`src/rtl/controlador_pipeline.sv`:
```
// controlador_pipeline: run/step sequencer for the MIPS pipeline.
// Owns the global pipeline enable and the pipeline's active-low soft reset,
// executes debug-unit commands (CLEAR/RUN/STEP/STOP), freezes on halt at
// write-back and counts every enabled cycle.
module controlador_pipeline #(
  parameter int CANT_BITS_STEP     = 16,
  parameter int CANT_BITS_CONTADOR = 32,
  parameter int RESET_CYCLES       = 4
) (
  input  logic                          i_clock,
  input  logic                          i_soft_reset,
  input  logic                          i_cmd_valid,
  input  logic [1:0]                    i_cmd,
  input  logic [CANT_BITS_STEP-1:0]     i_cmd_arg,
  output logic                          o_cmd_ready,
  input  logic                          i_halt_detected,
  output logic                          o_enable_pipeline,
  output logic                          o_pipeline_reset_n,
  output logic                          o_done,
  output logic                          o_halted,
  output logic [CANT_BITS_CONTADOR-1:0] o_cycle_count,
  output logic [2:0]                    o_state
);

  typedef enum logic [2:0] {
    IDLE   = 3'd0,
    RUN    = 3'd1,
    STEP   = 3'd2,
    HALTED = 3'd3,
    CLEAR  = 3'd4
  } state_t;

  localparam logic [1:0] CMD_CLEAR = 2'b00;
  localparam logic [1:0] CMD_RUN   = 2'b01;
  localparam logic [1:0] CMD_STEP  = 2'b10;
  localparam logic [1:0] CMD_STOP  = 2'b11;

  // clear-counter only needs to hold RESET_CYCLES-1
  localparam int CW = (RESET_CYCLES > 1) ? $clog2(RESET_CYCLES) : 1;

  state_t                    state;
  logic [CANT_BITS_STEP-1:0] remaining;
  logic [CW-1:0]             clr_cnt;
  logic                      cmd_fire;
  logic                      halt_seen;

  // STEP and CLEAR are uninterruptible, so commands are held off there
  assign o_cmd_ready = (state == IDLE) || (state == RUN) || (state == HALTED);
  assign o_halted    = (state == HALTED);
  assign o_state     = state;
  assign cmd_fire    = i_cmd_valid & o_cmd_ready;
  // halt only matters on edges that closed an enabled cycle
  assign halt_seen   = i_halt_detected & o_enable_pipeline;

  // sequencer FSM with all outputs registered
  always_ff @(posedge i_clock or posedge i_soft_reset) begin
    if (i_soft_reset) begin
      state              <= IDLE;
      o_enable_pipeline  <= 1'b0;
      o_pipeline_reset_n <= 1'b1;
      o_done             <= 1'b0;
      o_cycle_count      <= '0;
      remaining          <= '0;
      clr_cnt            <= '0;
    end else begin
      o_done <= 1'b0;
      // the edge that ends a RUN/STEP still closes an enabled cycle
      if (o_enable_pipeline) o_cycle_count <= o_cycle_count + 1'b1;

      case (state)
        IDLE: begin
          if (cmd_fire) begin
            case (i_cmd)
              CMD_RUN: begin
                state             <= RUN;
                o_enable_pipeline <= 1'b1;
              end
              CMD_STEP: begin
                state             <= STEP;
                remaining         <= (i_cmd_arg == '0) ? CANT_BITS_STEP'(1) : i_cmd_arg;
                o_enable_pipeline <= 1'b1;
              end
              CMD_CLEAR: begin
                state              <= CLEAR;
                o_pipeline_reset_n <= 1'b0;
                o_cycle_count      <= '0;
                o_enable_pipeline  <= 1'b0;
                clr_cnt            <= CW'(RESET_CYCLES - 1);
              end
              default: ; // STOP while idle is a no-op
            endcase
          end
        end

        RUN: begin
          // halt beats a simultaneous STOP
          if (halt_seen) begin
            state             <= HALTED;
            o_enable_pipeline <= 1'b0;
            o_done            <= 1'b1;
          end else if (cmd_fire && i_cmd == CMD_STOP) begin
            state             <= IDLE;
            o_enable_pipeline <= 1'b0;
          end
        end

        STEP: begin
          remaining <= remaining - 1'b1;
          // halt overrides completion on the same edge: one done pulse only
          if (halt_seen) begin
            state             <= HALTED;
            o_enable_pipeline <= 1'b0;
            o_done            <= 1'b1;
          end else if (remaining == CANT_BITS_STEP'(1)) begin
            state             <= IDLE;
            o_enable_pipeline <= 1'b0;
            o_done            <= 1'b1;
          end
        end

        HALTED: begin
          o_enable_pipeline <= 1'b0;
          if (cmd_fire && i_cmd == CMD_CLEAR) begin
            state              <= CLEAR;
            o_pipeline_reset_n <= 1'b0;
            o_cycle_count      <= '0;
            clr_cnt            <= CW'(RESET_CYCLES - 1);
          end
        end

        CLEAR: begin
          o_enable_pipeline <= 1'b0;
          if (clr_cnt == '0) begin
            o_pipeline_reset_n <= 1'b1;
            state              <= IDLE;
          end else begin
            clr_cnt <= clr_cnt - 1'b1;
          end
        end

        default: begin
          state             <= IDLE;
          o_enable_pipeline <= 1'b0;
        end
      endcase
    end
  end

endmodule

```
`config.mk`:
```
export PLATFORM = sky130hd
export DESIGN_NAME = controlador_pipeline
export DESIGN_NICKNAME = d
export VERILOG_FILES = /design/src/rtl/controlador_pipeline.sv
export SDC_FILE = /design/constraint.sdc
export NUM_CORES = 1
export LEC_CHECK = 0
export BUFFER_PORTS_ARGS = -buffer_cell sky130_fd_sc_hd__buf_2
export CAP_MARGIN = 25
export CORE_ASPECT_RATIO = 1.5
export CORE_MARGIN = 2
export CORE_UTILIZATION = 55
export CTS_CLUSTER_SIZE = 10
export DETAILED_ROUTE_END_ITERATION = 10
export PLACE_DENSITY = 0.78
export SYNTH_ARGS = -nofsm -noshare
export SYNTH_HDL_FRONTEND = slang
export SYNTH_SLANG_ARGS = --single-unit
```
`constraint.sdc`:
```
create_clock -name i_clock -period 3.1 [get_ports i_clock]
set_input_delay 0.31 -clock i_clock [delete_from_list [all_inputs] [get_ports i_clock]]
set_output_delay 0.31 -clock i_clock [all_outputs]
set_load 0.02 [all_outputs]
```
## After elaboration in Yosys (flattened, before gate mapping)

Cells that the tools add are included.

- Register bits: 56
- Input port bits: 22
- Output and inout port bits: 40
- Logic and storage cells: 85

- $add $sub $neg: 3
- Equal/unequal tests: 18
- Muxes and demuxes: 39
- Bitwise operators: 2
- Reductions and logical operators: 16

Operators with widths:

| kind | count |
|---|---|
| 32-bit two-way mux | 4 |
| 32-bit one-hot mux with 2 select lines | 1 |
| 16-bit two-way mux | 3 |
| 32-bit by 1-bit adder with 32-bit output (second input constant) | 1 |
| 16-bit one-hot mux with 2 select lines | 1 |
| 3-bit two-way mux | 7 |
| 16-bit by 1-bit == test with 1-bit output (second input constant) | 1 |
| 16-bit zero test | 1 |
| 16-bit by 1-bit subtractor with 16-bit output (second input constant) | 1 |
| 3-bit one-hot mux with 5 select lines | 1 |
| 1-bit two-way mux | 12 |
| 5-bit AND reduction | 2 |
| 3-bit one-hot mux with 3 select lines | 1 |
| 2-bit two-way mux | 4 |
| 3-bit by 2-bit == test with 1-bit output (second input constant) | 2 |
| 2-bit by 1-bit inequality test with 1-bit output (second input constant) | 3 |
| 2-bit inequality test (second input constant) | 3 |
| 3-bit by 2-bit inequality test with 1-bit output (second input constant) | 2 |
| 1-bit one-hot mux with 3 select lines | 2 |
| 2-bit one-hot mux with 3 select lines | 1 |
| 6-bit AND reduction | 1 |
| 2-bit == test (second input constant) | 2 |
| 2-bit zero test | 2 |
| 4-bit by 1-bit inequality test with 1-bit output (second input constant) | 1 |
| 15 further kinds | 19 |

## Depth between registers and ports, before layout

Gate-level depths: netlist (run 1).

- Word-level depth: 8
- Mapped depth: 8
- Depth with buffers taken out: 7

## Least setup slack after synthesis (run 1)

OpenSTA, ideal clock, no wires.

- Path kind: reg2reg
- From: register remaining[6]
- To: register remaining[14]
- Setup time: 0.126 ns
- Arrival time: 2.022 ns
- Required time: 2.974 ns
- Slack: 0.952 ns
- Cell stages (with the launch flop): 6
- Buffers on the path: 0
- Clock period less this slack: 2.148 ns
- Cells stage by stage: dfrtp_1 > or4_4 > or4_4 > o311ai_2 > o41ai_1 > a221o_1

- Longest elaborated chain between the ends: 2

Ends and longest elaborated chain:

| what | RTL line | source |
|---|---|---|
| start, declared | 42 | `logic [CANT_BITS_STEP-1:0] remaining;` |
| start signal, assigned | 80 | `remaining <= (i_cmd_arg == '0) ? CANT_BITS_STEP'(1) : i_cmd_arg;` |
| start signal, assigned | 108 | `remaining <= remaining - 1'b1;` |
| 16-bit by 1-bit subtractor with 16-bit output | 108 |  |
| 16-bit one-hot mux with 2 select lines | 70 | `case (state)` |

Every way passes these cells.
A chain may end at the register's enable or synchronous reset.

## Final worst setup path (run 1)

Ends and elaborated chain as after synthesis.

==> run summary, run 1 <==
outcome = complete, no violations
port buffer count = 61
fmax = 0.4391 GHz
Die X = 66.21 um
crit share post-route = 0.7346
Post-Place Setup Slack = 0.8623 ns
final clock skew = 0.008055 ns
WL/cell = 15.17 um
Net Sw Power = 1.400 mW
CTS Hold Bufs = 0
yosys warns = 0
Placer Congestion = 0.9470
largest net degree at the start of global routing = 35
post-synthesis instance total = 361
global-route wire length before repair = 12390 um
syn nets = 392
GRT overflow = 0
DRC Markers = 0
RSZ-0062 raised after global routing = no
commonest non-fill, non-tap cell in the layout = buf_2
Final Hold Viols = 0
drt first pass iters = 5
combinational power share = 0.420
core area = 5700 um^2
final setup vio count = 0
Final min period = 2.277 ns
total track usage = 0.2408
Cell variety after synth = 44
Leakage = 1.713 nW
Reg-to-Reg Start = remaining[6]
initial DRC count = 230
Post-DP HPWL = 5558 um
switching fraction of total power = 0.4548
CTS Buf Count = 5
synthesized area = 3193 um^2
Post-Route Setup TNS = 0 ns
reg2reg setup slack = 0.82 ns
CP Data Arrival Time = 2.47 ns
register bit total from synthesis = 56
Syn-to-layout area delta = 15.05%
RR Endpoint = remaining[14]
Post-synth ARST share = 1.000
HP Class = input port to asynchronous set/reset pin
area leader, netlist = dfrtp_1
share of layout cells above drive strength 1 = 0.2119
clock tree buffer depth = 2
Synth top area share = 0.4310
Die Ht = 97.32 um
I/O pin cnt = 62
total of max-cap violations = 0
Worst-Margin Slew = 0.8758 ns
commonest non-fill, non-tap cells in the layout = 61 x buf_2, 55 x dfrtp_1, 49 x nor2_1, 27 x a21oi_1
Worst Setup End Kind = flip-flop
Nets = 450
clk slew on worst S/H paths = 0.11 ns
fin. max-slew vios = 0
pwr dens = 837.9 nW/um^2
Area contributors post-synth = dfrtp_1 43%, xor2_1 6.0%, nor2_1 5.8%, a21oi_1 4.4%, o21ai_0 3.6%
Cells after DPL = 484
Clock power frac = 0.132
Flop pwr share = 0.447
Max FO, Critical Path = 8
fin cells = 492
number of synthesized flops with an enable pin = 0
H-tree levels = 2
Worst Setup Slack, final = 0.8227 ns
clk_lat worst skew = 0.31 ns
CTS root buf = clkbuf_8
Peak supply drop = 0.0005427 V
worst r2r path cells = 5
drt total wl = 7466 um
Placed Area = 3582 um^2
top_reg_cell synth = dfrtp_1
Setup Buffers After CTS = 0
Sink Count = 56
vias per inst = 5.937
Req. time, crit path = 3.29 ns
Internal Pwr Total = 1.678 mW
Crit Path Category = flip-flop to flip-flop
post-synthesis sequential area ratio = 0.4393
DIE AREA = 6444 um^2
num rows = 34
CTS tree = yes
Syn Area/Cell = 8.845 um^2
vias post-DR = 2921
vias in the first global route = 2751
Finished Cell Area = 3674 um^2
post-CTS sizing = 0
# diodes = 0
Worst setup SP type = flip-flop
Fin Hold WS = 0.1111 ns
max_slew headroom = 0.4116
post-route ant nets = 0
initial antenna violation count = 0
initial core utilization = 0.5601
[sequential cells by signal, summed over array words and instances, names as in the netlist]
name	flops
o_done	1
o_state	3
clr_cnt	2
o_enable_pipeline	1
o_cycle_count	32
o_pipeline_reset_n	1
remaining	16
[synth_stat cells, drive strengths merged (3+ instances only)]
library cell,count
xnor2,6
nor2b,3
inv,9
nand3,18
nor3,12
nor2,49
ha,9
o21a,4
dfrtp,55
nor4,5
nand2b,4
or3,8
clkbuf,16
nand4,13
or2,6
or4,3
xor2,22
nand2,23
and4,6
and3,6
o21ai,23
a21oi,28
a22oi,6
a31oi,3
[power groups by stage]
| stage | clock [mW] | sequential, mW | combinational [mW] |
|---|---|---|---|
| finish | 0.408 | 1.38 | 1.29 |
| global route | 0.452 | 1.43 | 1.44 |
| CTS | 0.422 | 1.37 | 1.30 |
| detailed placement | 0 | 1.39 | 1.29 |
| global placement | 0 | 1.37 | 1.26 |
| floorplan | 0 | 1.47 | 0.789 |
[per-layer routing]
layer / wire [um] / global-route usage / share of wire / vias up
li1: - / - / - / 1407
met1: 3013 / 0.2844 / 0.40 / 1398
met2: 3919 / 0.4185 / 0.52 / 100
met3: 364 / 0.03476 / 0.049 / 16
met4: 168 / 0.1099 / 0.023 / 0
met5: 0 / 0 / 0 / -
[worst max-delay path by stage]
stage	start	cells past startpoint	end	slack (ns)
global placement	remaining[6]	5	remaining[14]	0.89
finish	remaining[6]	5	remaining[14]	0.82
global route	remaining[6]	5	remaining[13]	0.74
CTS	remaining[6]	5	remaining[14]	0.84
detailed placement	remaining[6]	5	remaining[14]	0.86
floorplan	remaining[6]	5	remaining[14]	0.95
[stage by stage]
stage / utilization / total power [mW]
2_1_floorplan: - / 2.256
3_3_place_gp: 0.6284 / 2.629
3_5_place_dp: 0.6284 / 2.680
4_1_cts: 0.6444 / 3.089
5_1_grt: 0.6444 / 3.324
6_report: 0.6444 / 3.078
[worst max-delay path: stages, from the launching register on]
cell and delay, ns:
dfrtp_1 0.47, or4_4 0.59, or4_4 0.45, o311ai_2 0.27
o41ai_1 0.12, a221o_1 0.26
[cells by family after synthesis]
group / after synthesis / share of synthesized area
and+or+nand+nor: 158 / 0.2520
AOI/OAI and AO/OA: 84 / 0.1642
DFF: 56 / 0.4393
xor gates and xnor gates: 28 / 0.07680
buffers and inverters: 25 / 0.02939
adders and majority gates: 9 / 0.03527
muxes: 1 / 0.003135
[cell type report]
type	count	area, um^2
tap	72	90.09
multi-input combinational	280	1705
fill	495	2027
inverter	9	33.78
clock buffer	5	68.82
clock inverter	3	22.52
timing repair buffer	67	350.3
sequential	56	1403
Power figures use the tool's default switching activity.
==> run 2: changes to the inputs <==
--- a/config.mk
+++ b/config.mk
@@ -9,10 +9,10 @@
 export CAP_MARGIN = 25
 export CORE_ASPECT_RATIO = 1.5
 export CORE_MARGIN = 2
-export CORE_UTILIZATION = 55
+export CORE_UTILIZATION = 50
 export CTS_CLUSTER_SIZE = 10
 export DETAILED_ROUTE_END_ITERATION = 10
-export PLACE_DENSITY = 0.78
+export PLACE_DENSITY = 0.75
 export SYNTH_ARGS = -nofsm -noshare
 export SYNTH_HDL_FRONTEND = slang
 export SYNTH_SLANG_ARGS = --single-unit
==> constraint.sdc (replaced) <==
create_clock -name i_clock -period 2 [get_ports i_clock]
set_input_delay 0.2 -clock i_clock [delete_from_list [all_inputs] [get_ports i_clock]]
set_output_delay 0.2 -clock i_clock [all_outputs]
set_load 0.02 [all_outputs]
==> run 2 against run 1 <==
The run now ends with negative setup slack left. Utilization shrank 0.25 points. Sequential share of layout area shrank 2.8 points. Power grew 73%. Critical path type unchanged. Critical endpoint unchanged. Largest power group is now combinational cells. Highest routed layer unchanged.
==> run summary, run 2 (synthesis gave the netlist of run 1 again) <==
clock tree buffer depth = 2 (unchanged)
CTS root buf = clkbuf_8
final setup vio count = 3 (+3)
max_slew headroom = 0.6480 (+0.2364)
Finished Cell Area = 3964 um^2 (+7.9%)
pwr dens = 1344 nW/um^2 (+60%)
I/O pin cnt = 62 (unchanged)
global-route wire length before repair = 13660 um (+10%)
Nets = 471 (+4.7%)
Sink Count = 56 (unchanged)
HP Class = input port to flip-flop
Worst setup SP type = flip-flop
drt first pass iters = 4 (-1)
Final Core Density = 0.6419 (-0.002480)
WL/cell = 15.55 um (+2.4%)
DRC Markers = 0 (unchanged)
CTS tree = yes
CP Data Arrival Time = 2.34 ns (-0.13 ns)
Largest Register = o_cycle_count
Cells after DPL = 503 (+3.9%)
Placed Area = 3750 um^2 (+4.7%)
GRT overflow = 0 (unchanged)
# diodes = 0 (unchanged)
failing checks = negative setup slack
initial antenna violation count = 0 (unchanged)
Worst Setup Slack, final = -0.1413 ns (-0.9640 ns)
clk_lat worst skew = 0.30 ns (about the same)
Die X = 69.25 um (+4.6%)
Clock power frac = 0.162 (+0.030)
Die Ht = 101.9 um (+4.7%)
H-tree levels = 2 (unchanged)
post-route ant nets = 0 (unchanged)
clk slew on worst S/H paths = 0.10 ns (about the same)
Post-DP HPWL = 5768 um (+3.8%)
DIE AREA = 7055 um^2 (+9.5%)
Req. time, crit path = 2.19 ns (-1.10 ns)
fin. max-slew vios = 0 (unchanged)
Flop pwr share = 0.384 (-0.063)
vias in the first global route = 2998 (+9.0%)
crit share post-route = 1.071 (+0.3360)
total track usage = 0.2366 (-0.004122)
num rows = 35 (+2.9%)
switching fraction of total power = 0.4276 (-0.02722)
Peak supply drop = 0.0008077 V (+49%)
combinational power share = 0.454 (+0.034)
Syn-to-layout area delta = 24.14%
fin cells = 515 (+4.7%)
Fin Hold WS = 0.1300 ns (+0.01885 ns)
max FFs per register = 32 (unchanged)
Max FO, Critical Path = 2 (-6)
Worst-Margin Slew = 0.5279 ns (-0.3479 ns)
drt total wl = 8006 um (+7.2%)
fmax = 0.4670 GHz (+6.4%)
Leakage = 1.876 nW (+9.5%)
commonest non-fill, non-tap cell in the layout = buf_2
Net Sw Power = 2.279 mW (+63%)
final clock skew = 0.006752 ns (-0.001303 ns)
core area = 6175 um^2 (+8.3%)
Crit Path Category = flip-flop to flip-flop
share of layout cells above drive strength 1 = 0.2540 (+0.04206)
commonest non-fill, non-tap cells in the layout = 61 x buf_2, 55 x dfrtp_1, 49 x nor2_1, 27 x a21oi_1
Placer Congestion = 0.8298 (-12%)
Post-Route Setup TNS = -0.2747 ns (-0.2747 ns)
largest net degree at the start of global routing = 37 (+5.7%)
initial DRC count = 141 (-39%)
Final Hold Viols = 0 (unchanged)
RSZ-0062 raised after global routing = yes
Final min period = 2.141 ns (-0.1360 ns)
CTS Buf Count = 5 (unchanged)
vias post-DR = 3021 (+3.4%)
Worst Setup End Kind = flip-flop
port buffer count = 61 (unchanged)
vias per inst = 5.866 (-1.2%)
Internal Pwr Total = 3.050 mW (+82%)
initial core utilization = 0.5171 (-0.04302)
outcome = finished, violations left
total of max-cap violations = 0 (unchanged)
[run 2: worst max-delay path, stage by stage (launching register included)]
cell      delay (ns)
dfrtp_1         0.40
or4_4           0.54
or4_4           0.45
o311ai_4        0.25
o41ai_2         0.13
a221o_1         0.27
[run 2: final timing paths]
path | start | end | slack [ns] | depth (start not counted)
setup / recovery | remaining[9] | remaining[14] | -0.14 | 5
hold / removal | i_cmd_arg[15] | remaining[15] | 0.13 | 3
setup reg to reg | remaining[9] | remaining[14] | -0.14 | 5
hold reg to reg | o_pipeline_reset_n | o_pipeline_reset_n | 0.52 | 2
max in group asynchronous | i_soft_reset | clr_cnt[0] | 0.98 | 4
min in group asynchronous | i_soft_reset | remaining[0] | 0.46 | 3
[run 2: stage by stage]
step,power [mW],setup slack [ns]
2_1_floorplan,3.499,-0.1045
3_3_place_gp,4.304,-0.05208
4_1_cts,5.318,-0.1153
3_5_place_dp,4.383,-0.1032
6_report,5.329,-0.1413
5_1_grt,5.719,-0.1775
[run 2: cell type report]
| type | instances | area (um^2) |
|---|---|---|
| well taps | 74 | 92.59 |
| clock buffers | 6 | 72.57 |
| clock inverters | 2 | 60.06 |
| fillers | 533 | 2211 |
| multi-input cells | 280 | 1754 |
| flip-flops and latches | 56 | 1403 |
| inverters | 9 | 33.78 |
| repair buffers | 88 | 548.0 |
[run 2: power by group through the flow]
stage / Clock (mW) / Combinational (mW) / Sequential (mW)
after detailed placement: 0 / 2.34 / 2.04
after floorplan: 0 / 1.23 / 2.27
after global routing: 0.930 / 2.67 / 2.12
after CTS: 0.887 / 2.40 / 2.04
final: 0.864 / 2.42 / 2.04
after global placement: 0 / 2.29 / 2.02
[run 2: repair_timing]
action / CTS / global route
endpoints found under the hold margin: 19 / 0
hold buffers: 1 / 0
pin swaps: 3 / 2
setup endpoints to repair: 5 / 14
resized for setup: 5 / 3
setup buffers: 2 / 1
[run 2: layer usage]
metal / vias to the layer above / global-route usage / part of all wire
met5: - / 0 / 0
met2: 82 / 0.4601 / 0.55
li1: 1465 / - / -
met3: 14 / 0.02170 / 0.031
met4: 0 / 0.08296 / 0.021
met1: 1460 / 0.2699 / 0.40
==> run 3: changes to the inputs <==
--- a/config.mk
+++ b/config.mk
@@ -9,10 +9,11 @@
 export CAP_MARGIN = 25
 export CORE_ASPECT_RATIO = 1.5
 export CORE_MARGIN = 2
-export CORE_UTILIZATION = 50
+export CORE_UTILIZATION = 55
 export CTS_CLUSTER_SIZE = 10
 export DETAILED_ROUTE_END_ITERATION = 10
-export PLACE_DENSITY = 0.75
+export PLACE_DENSITY = 0.78
+export RECOVER_POWER = 100
 export SYNTH_ARGS = -nofsm -noshare
 export SYNTH_HDL_FRONTEND = slang
 export SYNTH_SLANG_ARGS = --single-unit
==> constraint.sdc (replaced) <==
create_clock -name i_clock -period 2.65 [get_ports i_clock]
set_input_delay 0.265 -clock i_clock [delete_from_list [all_inputs] [get_ports i_clock]]
set_output_delay 0.265 -clock i_clock [all_outputs]
set_load 0.02 [all_outputs]
==> run 3 against run 2 <==
The run now ends clean. First-iteration DRC count rose by 43%. Sequential power decreased by 22%. Clock skew fell by 0.00053 ns. Clock power fell by 45%. Cell area down 9.2%. Critical path depth unchanged. Combinational power fell by 38%. Global-route usage grew 2.2 points. Critical path type unchanged.
==> run summary, run 3 (synthesis gave the netlist of run 1 again) <==
Final Core Density = 0.6317 (-0.01025)
final setup vio count = 0 (-3)
CP Data Arrival Time = 2.57 ns (+0.23 ns)
Max FO, Critical Path = 8 (+6)
Post-Route Setup TNS = 0 ns (+0.2747 ns)
Crit Path Category = flip-flop to flip-flop
total of max-cap violations = 0 (unchanged)
Reg-to-Reg Start = remaining[6]
GRT overflow = 0 (unchanged)
area of the multi-input gates = 1689 um^2 (-3.7%)
Req. time, crit path = 2.86 ns (+0.67 ns)
num rows = 34 (-2.9%)
post-route ant nets = 0 (unchanged)
Bufs and invs on worst path = 0 (unchanged)
CTS Hold Bufs = 0 (-1)
Fin Hold WS = 0.2024 ns (+0.07244 ns)
clock tree buffer depth = 2 (unchanged)
Setup Buffers After CTS = 0 (-2)
hold path start = i_cmd_arg[14]
Post-DP HPWL = 5607 um (-2.8%)
largest net degree at the start of global routing = 57 (+54%)
vias in the first global route = 2835 (-5.4%)
drt total wl = 7778 um (-2.8%)
Worst Setup End Kind = flip-flop
vias per inst = 6.105 (+4.1%)
Die X = 66.21 um (-4.4%)
Syn-to-layout area delta = 12.77%
DIE AREA = 6444 um^2 (-8.7%)
max FFs per register = 32 (unchanged)
pwr dens = 988.3 nW/um^2 (-26%)
I/O pin cnt = 62 (unchanged)
clk_lat worst skew = 0.31 ns (about the same)
total track usage = 0.2583 (+0.02167)
clk slew on worst S/H paths = 0.10 ns (about the same)
initial core utilization = 0.5601 (+0.04302)
CTS root buf = clkbuf_8
initial antenna violation count = 0 (unchanged)
Worst setup SP type = flip-flop
# diodes = 0 (unchanged)
port buffer count = 61 (unchanged)
final clock skew = 0.006221 ns (-0.0005309 ns)
RSZ-0062 raised after global routing = no
H-tree levels = 2 (unchanged)
initial DRC count = 202 (+43%)
Die Ht = 97.32 um (-4.5%)
core area = 5700 um^2 (-7.7%)
commonest non-fill, non-tap cells in the layout = 55 x dfrtp_1, 49 x nor2_1, 42 x clkbuf_1, 28 x a21oi_1
crit-path max cell delay = 0.65 ns (+0.11 ns)
WL/cell = 15.78 um (+1.5%)
max_slew headroom = 0.08168 (-0.5664)
HP Class = input port to flip-flop
fmax = 0.4228 GHz (-9.5%)
Filler Cells Inserted = 521 (-2.3%)
share of layout cells above drive strength 1 = 0.1021 (-0.1518)
CTS tree = yes
worst path cell trace = or4_1 -> or4_1 -> o311ai_2 -> o41ai_1 -> a221o_1
Cells after DPL = 485 (-3.6%)
Final Hold Viols = 0 (unchanged)
Nets = 451 (-4.2%)
most used cell, CP = or4_1
vias post-DR = 3010 (-0.36%)
Worst path slowest cell = or4_1
Top Family by Delay on Critical Path = simple AND/OR/NAND/NOR gates
drt first pass iters = 4 (unchanged)
post-CTS sizing = 0 (-5)
Setup crit start = remaining[6]
Placer Congestion = 0.8808 (+6.1%)
DRC Markers = 0 (unchanged)
fin cells = 493 (-4.3%)
Largest Register = o_cycle_count
Reg area = 1403 um^2 (unchanged)
Leakage = 1.543 nW (-18%)
Peak supply drop = 0.0006739 V (-17%)
crit share post-route = 0.8926 (-0.1781)
fin. max-slew vios = 0 (unchanged)
Sink Count = 56 (unchanged)
CTS Buf Count = 5 (unchanged)
outcome = complete, no violations
global-route wire length before repair = 13050 um (-4.5%)
commonest non-fill, non-tap cell in the layout = dfrtp_1
Worst-Margin Slew = 1.377 ns (+0.8495 ns)
Final min period = 2.365 ns (+0.2240 ns)
run 3: changes by cell type in the layout (fill, tap and decap cells not counted), sizes merged:
cell,delta
buf,-62
bufinv,-2
clkbuf,+43
clkinv,+1
clkinvlp,+1
dlygate4sd3,-1
run 3: area by class of cell:
cell class / count / share of cell area
Clock buffer: 6 / 0.02015
Clock inverter: 2 / 0.004517
Inverter: 9 / 0.009382
Multi-Input combinational cell: 280 / 0.4691
Sequential cell: 56 / 0.3895
Tap cell: 72 / 0.02502
Timing Repair Buffer: 68 / 0.08235
run 3: path summary, 6_finish.rpt:
path	to	slack, ns	cells past startpoint
worst max-delay path	remaining[14]	0.28	5
worst min-delay path	remaining[14]	0.20	2
worst max register to register	remaining[14]	0.28	5
worst min register to register	remaining[5]	0.53	2
max in group asynchronous	o_done	1.42	3
min in group asynchronous	o_cycle_count[16]	0.40	3
run 3: metal layers:
layer  part of all wire  vias up  track usage
met5                  0        -            0
met4              0.025        0       0.1052
met3              0.044       16      0.03592
met2               0.52      111       0.4615
met1               0.41     1464       0.3000
li1                   -     1419            -
run 3: where the power goes:
group | leakage (nW) | switching [mW] | internal, mW
sequential | 0.718 | 0.422 | 1.18
clock | 0.0414 | 0.284 | 0.189
combinational | 0.783 | 0.955 | 0.531
run 3: metrics by stage:
| stage | power (mW) | cell area (um^2) | worst slack (ns) |
|---|---|---|---|
| CTS | 3.635 | 3679 | 0.4000 |
| global route | 3.840 | 3601 | 0.2107 |
| global placement | 3.089 | 3590 | 0.4450 |
| detailed placement | 3.165 | 3590 | 0.3896 |
| finish | 3.559 | 3601 | 0.2847 |
| floorplan | 2.639 | 3193 | 0.5018 |
